==> src/rtl/reorder_buffer_v2_pkg.sv <==
// ---------------------------------------------------------------------------
// reorder_buffer_v2_pkg
// Shared types and constants for the reorder buffer and its store/load
// disambiguation scan.
//   ROB_XLEN        : data/address width the entry type is built from
//   ZERO_REG        : architectural register x0, used for cleared entries
//   ROB_ENTRY       : one ROB slot {valid, ready, wr_mem, dest_reg, value,
//                     dest_addr}
//   CDB_DATA        : common data bus payload {valid, value, addr}
//   EMPTY_ROB_ENTRY : value of a free slot
// ---------------------------------------------------------------------------
package reorder_buffer_v2_pkg;

    localparam int ROB_XLEN = 32;

    localparam logic [4:0] ZERO_REG = 5'd0;

    typedef struct packed {
        logic                valid;
        logic                ready;
        logic                wr_mem;
        logic [4:0]          dest_reg;
        logic [ROB_XLEN-1:0] value;
        logic [ROB_XLEN-1:0] dest_addr;
    } ROB_ENTRY;

    typedef struct packed {
        logic                valid;
        logic [ROB_XLEN-1:0] value;
        logic [ROB_XLEN-1:0] addr;
    } CDB_DATA;

    localparam ROB_ENTRY EMPTY_ROB_ENTRY = '{
        valid:     1'b0,
        ready:     1'b0,
        wr_mem:    1'b0,
        dest_reg:  ZERO_REG,
        value:     '0,
        dest_addr: '0
    };

endpackage

==> src/rtl/reorder_buffer_v2_store_scan.sv <==
// ---------------------------------------------------------------------------
// rob_store_scan
// Combinational age-ordered scan deciding whether an issuing load must wait
// for an older store.
//   entries        in  : full ROB entry array
//   head           in  : current head pointer (oldest entry)
//   load_rob_tag   in  : ROB tag of the issuing load
//   load_address   in  : effective address of the issuing load
//   pending_stores out : an older store is unresolved or aliases the load
// ---------------------------------------------------------------------------
module rob_store_scan
    import reorder_buffer_v2_pkg::*;
#(
    parameter int ROB_SIZE = 8,
    parameter int TAG_LEN  = $clog2(ROB_SIZE)
) (
    input  ROB_ENTRY              entries [ROB_SIZE],
    input  logic [TAG_LEN-1:0]    head,
    input  logic [TAG_LEN-1:0]    load_rob_tag,
    input  logic [ROB_XLEN-1:0]   load_address,
    output logic                  pending_stores
);

    logic [TAG_LEN-1:0] load_age;
    logic [TAG_LEN-1:0] entry_age;

    // Ages are distances from head modulo ROB_SIZE; the natural wrap of the
    // TAG_LEN-bit subtraction performs the modulo.
    always_comb begin
        pending_stores = 1'b0;
        entry_age      = '0;
        load_age       = load_rob_tag - head;
        for (int e = 0; e < ROB_SIZE; e++) begin
            entry_age = TAG_LEN'(e) - head;
            if (entries[e].valid && entries[e].wr_mem && (entry_age < load_age) &&
                (!entries[e].ready || (entries[e].dest_addr == load_address))) begin
                pending_stores = 1'b1;
            end
        end
    end

endmodule

==> src/rtl/reorder_buffer_v2.sv <==
// ---------------------------------------------------------------------------
// reorder_buffer_v2
// Reorder buffer: in-order allocation at dispatch, out-of-order completion
// from the CDB, in-order commit under a retire handshake, flush on
// mispredict, operand read ports with CDB bypass and a store/load check.
//   clock, reset            : clock, synchronous active-high reset
//   flush                   : squash every entry on the next edge
//   alloc_*                 : dispatch request and new entry fields
//   cdb_*                   : completion broadcast (tag, value, store addr)
//   read_rob_tag/value/ready: NUM_READ packed operand lookup ports
//   load_*, pending_stores  : issuing load and its must-stall result
//   commit_enable, head_*   : retire handshake and head entry contents
//   full, empty, count      : occupancy
//   alloc_slot              : tag the next allocation receives (tail)
// XLEN must equal the package ROB_XLEN that the entry type is built from.
// ---------------------------------------------------------------------------
module reorder_buffer_v2
    import reorder_buffer_v2_pkg::*;
#(
    parameter int ROB_SIZE = 8,
    parameter int NUM_READ = 2,
    parameter int XLEN     = ROB_XLEN,
    localparam int TAG_LEN = $clog2(ROB_SIZE)
) (
    input  logic                         clock,
    input  logic                         reset,
    input  logic                         flush,
    input  logic                         alloc_enable,
    input  logic                         alloc_wr_mem,
    input  logic [4:0]                   alloc_dest_reg,
    input  logic                         cdb_valid,
    input  logic [TAG_LEN-1:0]           cdb_rob_tag,
    input  logic [XLEN-1:0]              cdb_value,
    input  logic [XLEN-1:0]              cdb_addr,
    input  logic [NUM_READ*TAG_LEN-1:0]  read_rob_tag,
    output logic [NUM_READ*XLEN-1:0]     read_value,
    output logic [NUM_READ-1:0]          read_ready,
    input  logic [XLEN-1:0]              load_address,
    input  logic [TAG_LEN-1:0]           load_rob_tag,
    output logic                         pending_stores,
    input  logic                         commit_enable,
    output logic                         head_valid,
    output logic [TAG_LEN-1:0]           head_tag,
    output logic                         head_wr_mem,
    output logic [4:0]                   head_dest_reg,
    output logic [XLEN-1:0]              head_value,
    output logic [XLEN-1:0]              head_dest_addr,
    output logic                         full,
    output logic                         empty,
    output logic [TAG_LEN:0]             count,
    output logic [TAG_LEN-1:0]           alloc_slot
);

    ROB_ENTRY           entries [ROB_SIZE];
    logic [TAG_LEN-1:0] head;
    logic [TAG_LEN-1:0] tail;
    CDB_DATA            cdb;
    logic               do_alloc;
    logic               do_commit;

    assign cdb = '{valid: cdb_valid, value: cdb_value, addr: cdb_addr};

    assign full      = (count == (TAG_LEN+1)'(ROB_SIZE));
    assign empty     = (count == '0);
    assign do_alloc  = alloc_enable && !full;
    assign do_commit = commit_enable && head_valid;

    // Statement order matters: the commit clear is written after the CDB
    // update so that a broadcast to the committing head loses. Alloc and
    // commit can only share an index when full (alloc blocked) or empty
    // (commit blocked).
    // NOTE: the entry array is reset explicitly because flush must squash
    // every valid bit, and reset and flush share the same path.
    always_ff @(posedge clock) begin
        if (reset || flush) begin
            for (int i = 0; i < ROB_SIZE; i++) begin
                entries[i] <= EMPTY_ROB_ENTRY;
            end
            head  <= '0;
            tail  <= '0;
            count <= '0;
        end else begin
            if (cdb.valid && entries[cdb_rob_tag].valid) begin
                entries[cdb_rob_tag].value <= cdb.value;
                entries[cdb_rob_tag].ready <= 1'b1;
                if (entries[cdb_rob_tag].wr_mem) begin
                    entries[cdb_rob_tag].dest_addr <= cdb.addr;
                end
            end
            if (do_alloc) begin
                entries[tail] <= '{
                    valid:     1'b1,
                    ready:     1'b0,
                    wr_mem:    alloc_wr_mem,
                    dest_reg:  alloc_dest_reg,
                    value:     '0,
                    dest_addr: '0
                };
                tail <= tail + 1'b1;
            end
            if (do_commit) begin
                entries[head] <= EMPTY_ROB_ENTRY;
                head          <= head + 1'b1;
            end
            case ({do_alloc, do_commit})
                2'b10:   count <= count + 1'b1;
                2'b01:   count <= count - 1'b1;
                default: count <= count;
            endcase
        end
    end

    assign head_tag       = head;
    assign alloc_slot     = tail;
    assign head_valid     = entries[head].valid && entries[head].ready;
    assign head_wr_mem    = entries[head].wr_mem;
    assign head_dest_reg  = entries[head].dest_reg;
    assign head_value     = entries[head].value;
    assign head_dest_addr = entries[head].dest_addr;

    // Operand read ports; a same-cycle CDB broadcast to the looked-up tag
    // is forwarded so the consumer does not wait an extra cycle.
    for (genvar i = 0; i < NUM_READ; i++) begin : g_read
        logic [TAG_LEN-1:0] tag;
        logic               bypass;

        assign tag    = read_rob_tag[i*TAG_LEN +: TAG_LEN];
        assign bypass = cdb_valid && (cdb_rob_tag == tag);

        assign read_value[i*XLEN +: XLEN] = bypass ? cdb_value : entries[tag].value;
        assign read_ready[i]              = bypass || (entries[tag].valid && entries[tag].ready);
    end

    rob_store_scan #(
        .ROB_SIZE (ROB_SIZE),
        .TAG_LEN  (TAG_LEN)
    ) u_store_scan (
        .entries        (entries),
        .head           (head),
        .load_rob_tag   (load_rob_tag),
        .load_address   (load_address),
        .pending_stores (pending_stores)
    );

endmodule

==> config.mk <==
export PLATFORM = sky130hd
export DESIGN_NAME = reorder_buffer_v2
export DESIGN_NICKNAME = d
export VERILOG_FILES = /design/src/rtl/reorder_buffer_v2_pkg.sv /design/src/rtl/reorder_buffer_v2_store_scan.sv /design/src/rtl/reorder_buffer_v2.sv
export SDC_FILE = /design/constraint.sdc
export NUM_CORES = 2
export LEC_CHECK = 0
export CAP_MARGIN = 10
export CORE_MARGIN = 8
export CORE_UTILIZATION = 40
export DETAILED_ROUTE_END_ITERATION = 8
export SETUP_SLACK_MARGIN = 0.5
export SLEW_MARGIN = 10
export SYNTH_ARGS = -nofsm -noshare
export SYNTH_HDL_FRONTEND = slang
export SYNTH_HIERARCHICAL = 1
export SYNTH_SLANG_ARGS = --single-unit
==> constraint.sdc <==
create_clock -name clock -period 4.3 [get_ports clock]
set_input_delay 0.86 -clock clock [delete_from_list [all_inputs] [get_ports clock]]
set_output_delay 0.86 -clock clock [all_outputs]
set_load 0.01 [all_outputs]
==> run_results.csv <==
group,metric,value,unit
sta,finalSetupViolCount,0,
drt,ant_nets,0,
die,io_pins,270,
synth,synthesis.nets,4427,
pwr,switching_power,0.00340,W
clock_tree,cts_sinks,586,
synth,synth_warnings,6,
drt,viasPerCell,6.47,
cells_and_area,drive_above_1_share,0.147,
clock_tree,ctsHoldBuffers,0,
synth,yosys.area_share.simple,0.145,
global_route,grt_max_degree,183,
global_route,track_usage,0.302,
global_route,globalRouteOverflowTotal,0,
critical_path,cp.arrival,3.19,ns
clock_tree,root_buffer,"clkbuf_16",
place,hpwl,94300,um
critical_path,cp_cell_sequence,"clkdlybuf4s50_1, buf_4, xor2_1, nor4_1, nand4_1, o21ai_1, buf_4, a22oi_1, nand4_1, buf_6",
cells_and_area,fillers,8372,
synth,synth_top_family_by_area,"multiplexers",
synth,avgSynthCellArea,8.28,sq um
cells_and_area,fin_nets,4464,
critical_path,worst_setup_path_start_kind,"input port",
synth,ys_seq_area_frac,0.330,
cells_and_area,layout_common_cells,"a21oi_1, dfxtp_1, nand3_1",
synth,synth-xor-area-share,0.0672,
drt,drt_iter0_drc,4659,
clock_tree,htreeDepth,3,
clock_tree,clkTransAtPathRegs,0.06,ns
cells_and_area,layout_commonest_cell,"a21oi_1",
die,chipHeight,314,um
sta,max_freq,247,MHz
pwr,power.leakage,14.3,nW
drt,remaining_drc_errors,0,
critical_path,end_kind,"output pin",
critical_path,crit_buf_inv,4,
run_status,status,"finished clean",
pwr,p_int,0.00959,W
synth,synth-adder-area-share,0.00616,
cells_and_area,final_util,0.486,
drt,wire_per_inst,28.6,um
place,io_buffers,269,
cells_and_area,fin_cells,5557,
place,dp.cells,5389,
global_route,grt_pass1_vias,33700,
critical_path,cp_top_family,"buffers and inverters",
critical_path,slowest_delay,0.41,ns
die,rows,109,
sta,tns,0,ns
synth,synthMuxAreaShare,0.193,
clock_tree,clock_path_buffers,3,
die,initial_core_util,0.403,
die,core,88200,sq um
synth,async_flop_share,0,
sta,tightest_slew,1.07,ns
clock_tree,clock_latency,0.66,ns
synth,synth_ff_type,"dfxtp_1",
pwr,power_density,303,nW/um^2
critical_path,cpMaxStageDelayCell,"clkdlybuf4s50_1",
sta,finalHoldViolations,0,
drt,wl,159000,um
pwr,clkPwrFrac,0.491,
global_route,grt_pass1_wl,228000,um
synth,synth.ff_latch_count,586,
synth,synthCells,4291,
sta,timing.hold.ws,0.494,ns
global_route,antenna_found_initial,17,
clock_tree,cts_tree,"yes",
critical_path,crit_fanout,8,
sta,fin_crit,4.05,ns
die,die_x,314,um
pwr,switching_share,0.262,
critical_path,cp_data_required_time,3.44,ns
pwr,power_frac_seq,0.419,
synth,synth_area,35500,sq um
die,die-area,98600,sq um
sta,rsz0062_at_grt,"yes",
sta,skew,0.0386,ns
pwr,power_frac_comb,0.090,
clock_tree,cts_made_buffers,73,
sta,slew_headroom,0.286,
synth,synth-compound-area-share,0.192,
sta,finalCritPeriodShare,0.942,
pwr,ir_drop,0.278,mV
run,timing.max_cap.violations,0,
drt,drt_pre_antenna_iters,9,
synth,synth_edf_count,0,
synth,yosys.cell_types.count,60,
sta,slew_viol_final,0,
pwr,power,0.0130,W
worst_hold_path,min_path_type,"reg2reg",
critical_path,critPathKind,"in2out",
drt,num_vias,36000,
cells_and_area,syn2layout_area_growth,20.7,%
place,gp_congestion,0.944,
-- metrics by stage --
stage	worst slack (ns)	area (sq um)
5_1_grt	0.267	42900
3_3_place_gp	-0.182	39500
3_5_place_dp	-0.192	39500
4_1_cts	0.190	42600
2_1_floorplan	0.677	35500
6_report	0.250	42900
-- flip-flops by register name (all words and copies together) (netlist names) --
| register | count |
|---|---|
| count | 4 |
| alloc_slot | 3 |
| entries | 576 |
| head_tag | 3 |
-- metal layers --
layer	vias to the layer above	track usage	wire length (um)
met3	612	0.0729	18700
li1	15600	-	-
met2	2398	0.470	70800
met5	-	0	94
met1	17300	0.383	59400
met4	14	0.168	10000
-- cells by family (layout without fill, tap and decap cells) --
group / after synthesis / in the layout
AO/OA/AOI/OAI: 1289 / 1289
AND/OR/NAND/NOR: 1073 / 1074
flip-flops: 586 / 586
buffers and inverters: 548 / 639
multiplexers: 506 / 506
XOR/XNOR: 272 / 272
adder cells (fa/ha/maj): 17 / 17
other: 0 / 9
-- timing repair --
action,in CTS,in global routing
gates cloned,8,2
pin swaps,8,23
resized for setup,68,74
setup endpoints to repair,89,37
buffers inserted,16,3
-- final timing paths --
check | slack, ns | start | depth (start not counted) | to
min reg2reg | 0.49 | entries[65] | 2 | entries[65]
max | 0.25 | load_address[6] | 10 | pending_stores
max reg2reg | 1.13 | head_tag[0] | 13 | count[2]
min | 0.49 | entries[65] | 2 | entries[65]
-- power by group through the flow --
stage / clock network [W] / registers (W) / logic [W]
global route: 0.00663 / 0.00544 / 0.00120
finish: 0.00638 / 0.00544 / 0.00117
CTS: 0.00640 / 0.00544 / 0.00114
global placement: 0 / 0.00556 / 0.00113
floorplan: 0 / 0.00556 / 0.000604
detailed placement: 0 / 0.00556 / 0.00114
-- layout make-up --
cell class	instances	area [sq um]	share of cell area
Multi-Input combinational cell	3158	21900	0.510
Sequential cell	586	11700	0.274
Timing Repair Buffer	493	5300	0.123
Clock buffer	109	2120	0.0495
Tap cell	1165	1460	0.0340
Clock inverter	21	325	0.00758
Inverter	16	62.6	0.00146
Antenna cell	9	22.5	0.000525
-- tightest hold or removal path, cell delays in order (launching register included) --
cell     delay (ns)
dfxtp_1        0.32
mux2i_1        0.06
nor2_1         0.07
-- cell usage after synthesis, types with 54 or more instances --
master / number / area share
nand2_1: 104 / 0.011
o21ai_0: 438 / 0.062
a21oi_1: 703 / 0.099
clkbuf_1: 268 / 0.028
nor4_1: 65 / 0.011
o21ai_1: 54 / 0.0076
nand3_1: 550 / 0.077
o221ai_1: 70 / 0.017
mux4_2: 137 / 0.087
dfxtp_1: 586 / 0.33
buf_1: 73 / 0.0077
mux2_2: 72 / 0.023
mux2i_1: 292 / 0.082
buf_2: 180 / 0.025
nor2_1: 281 / 0.030
xor2_1: 262 / 0.065
No activity file was read; power rests on OpenSTA's default activity.
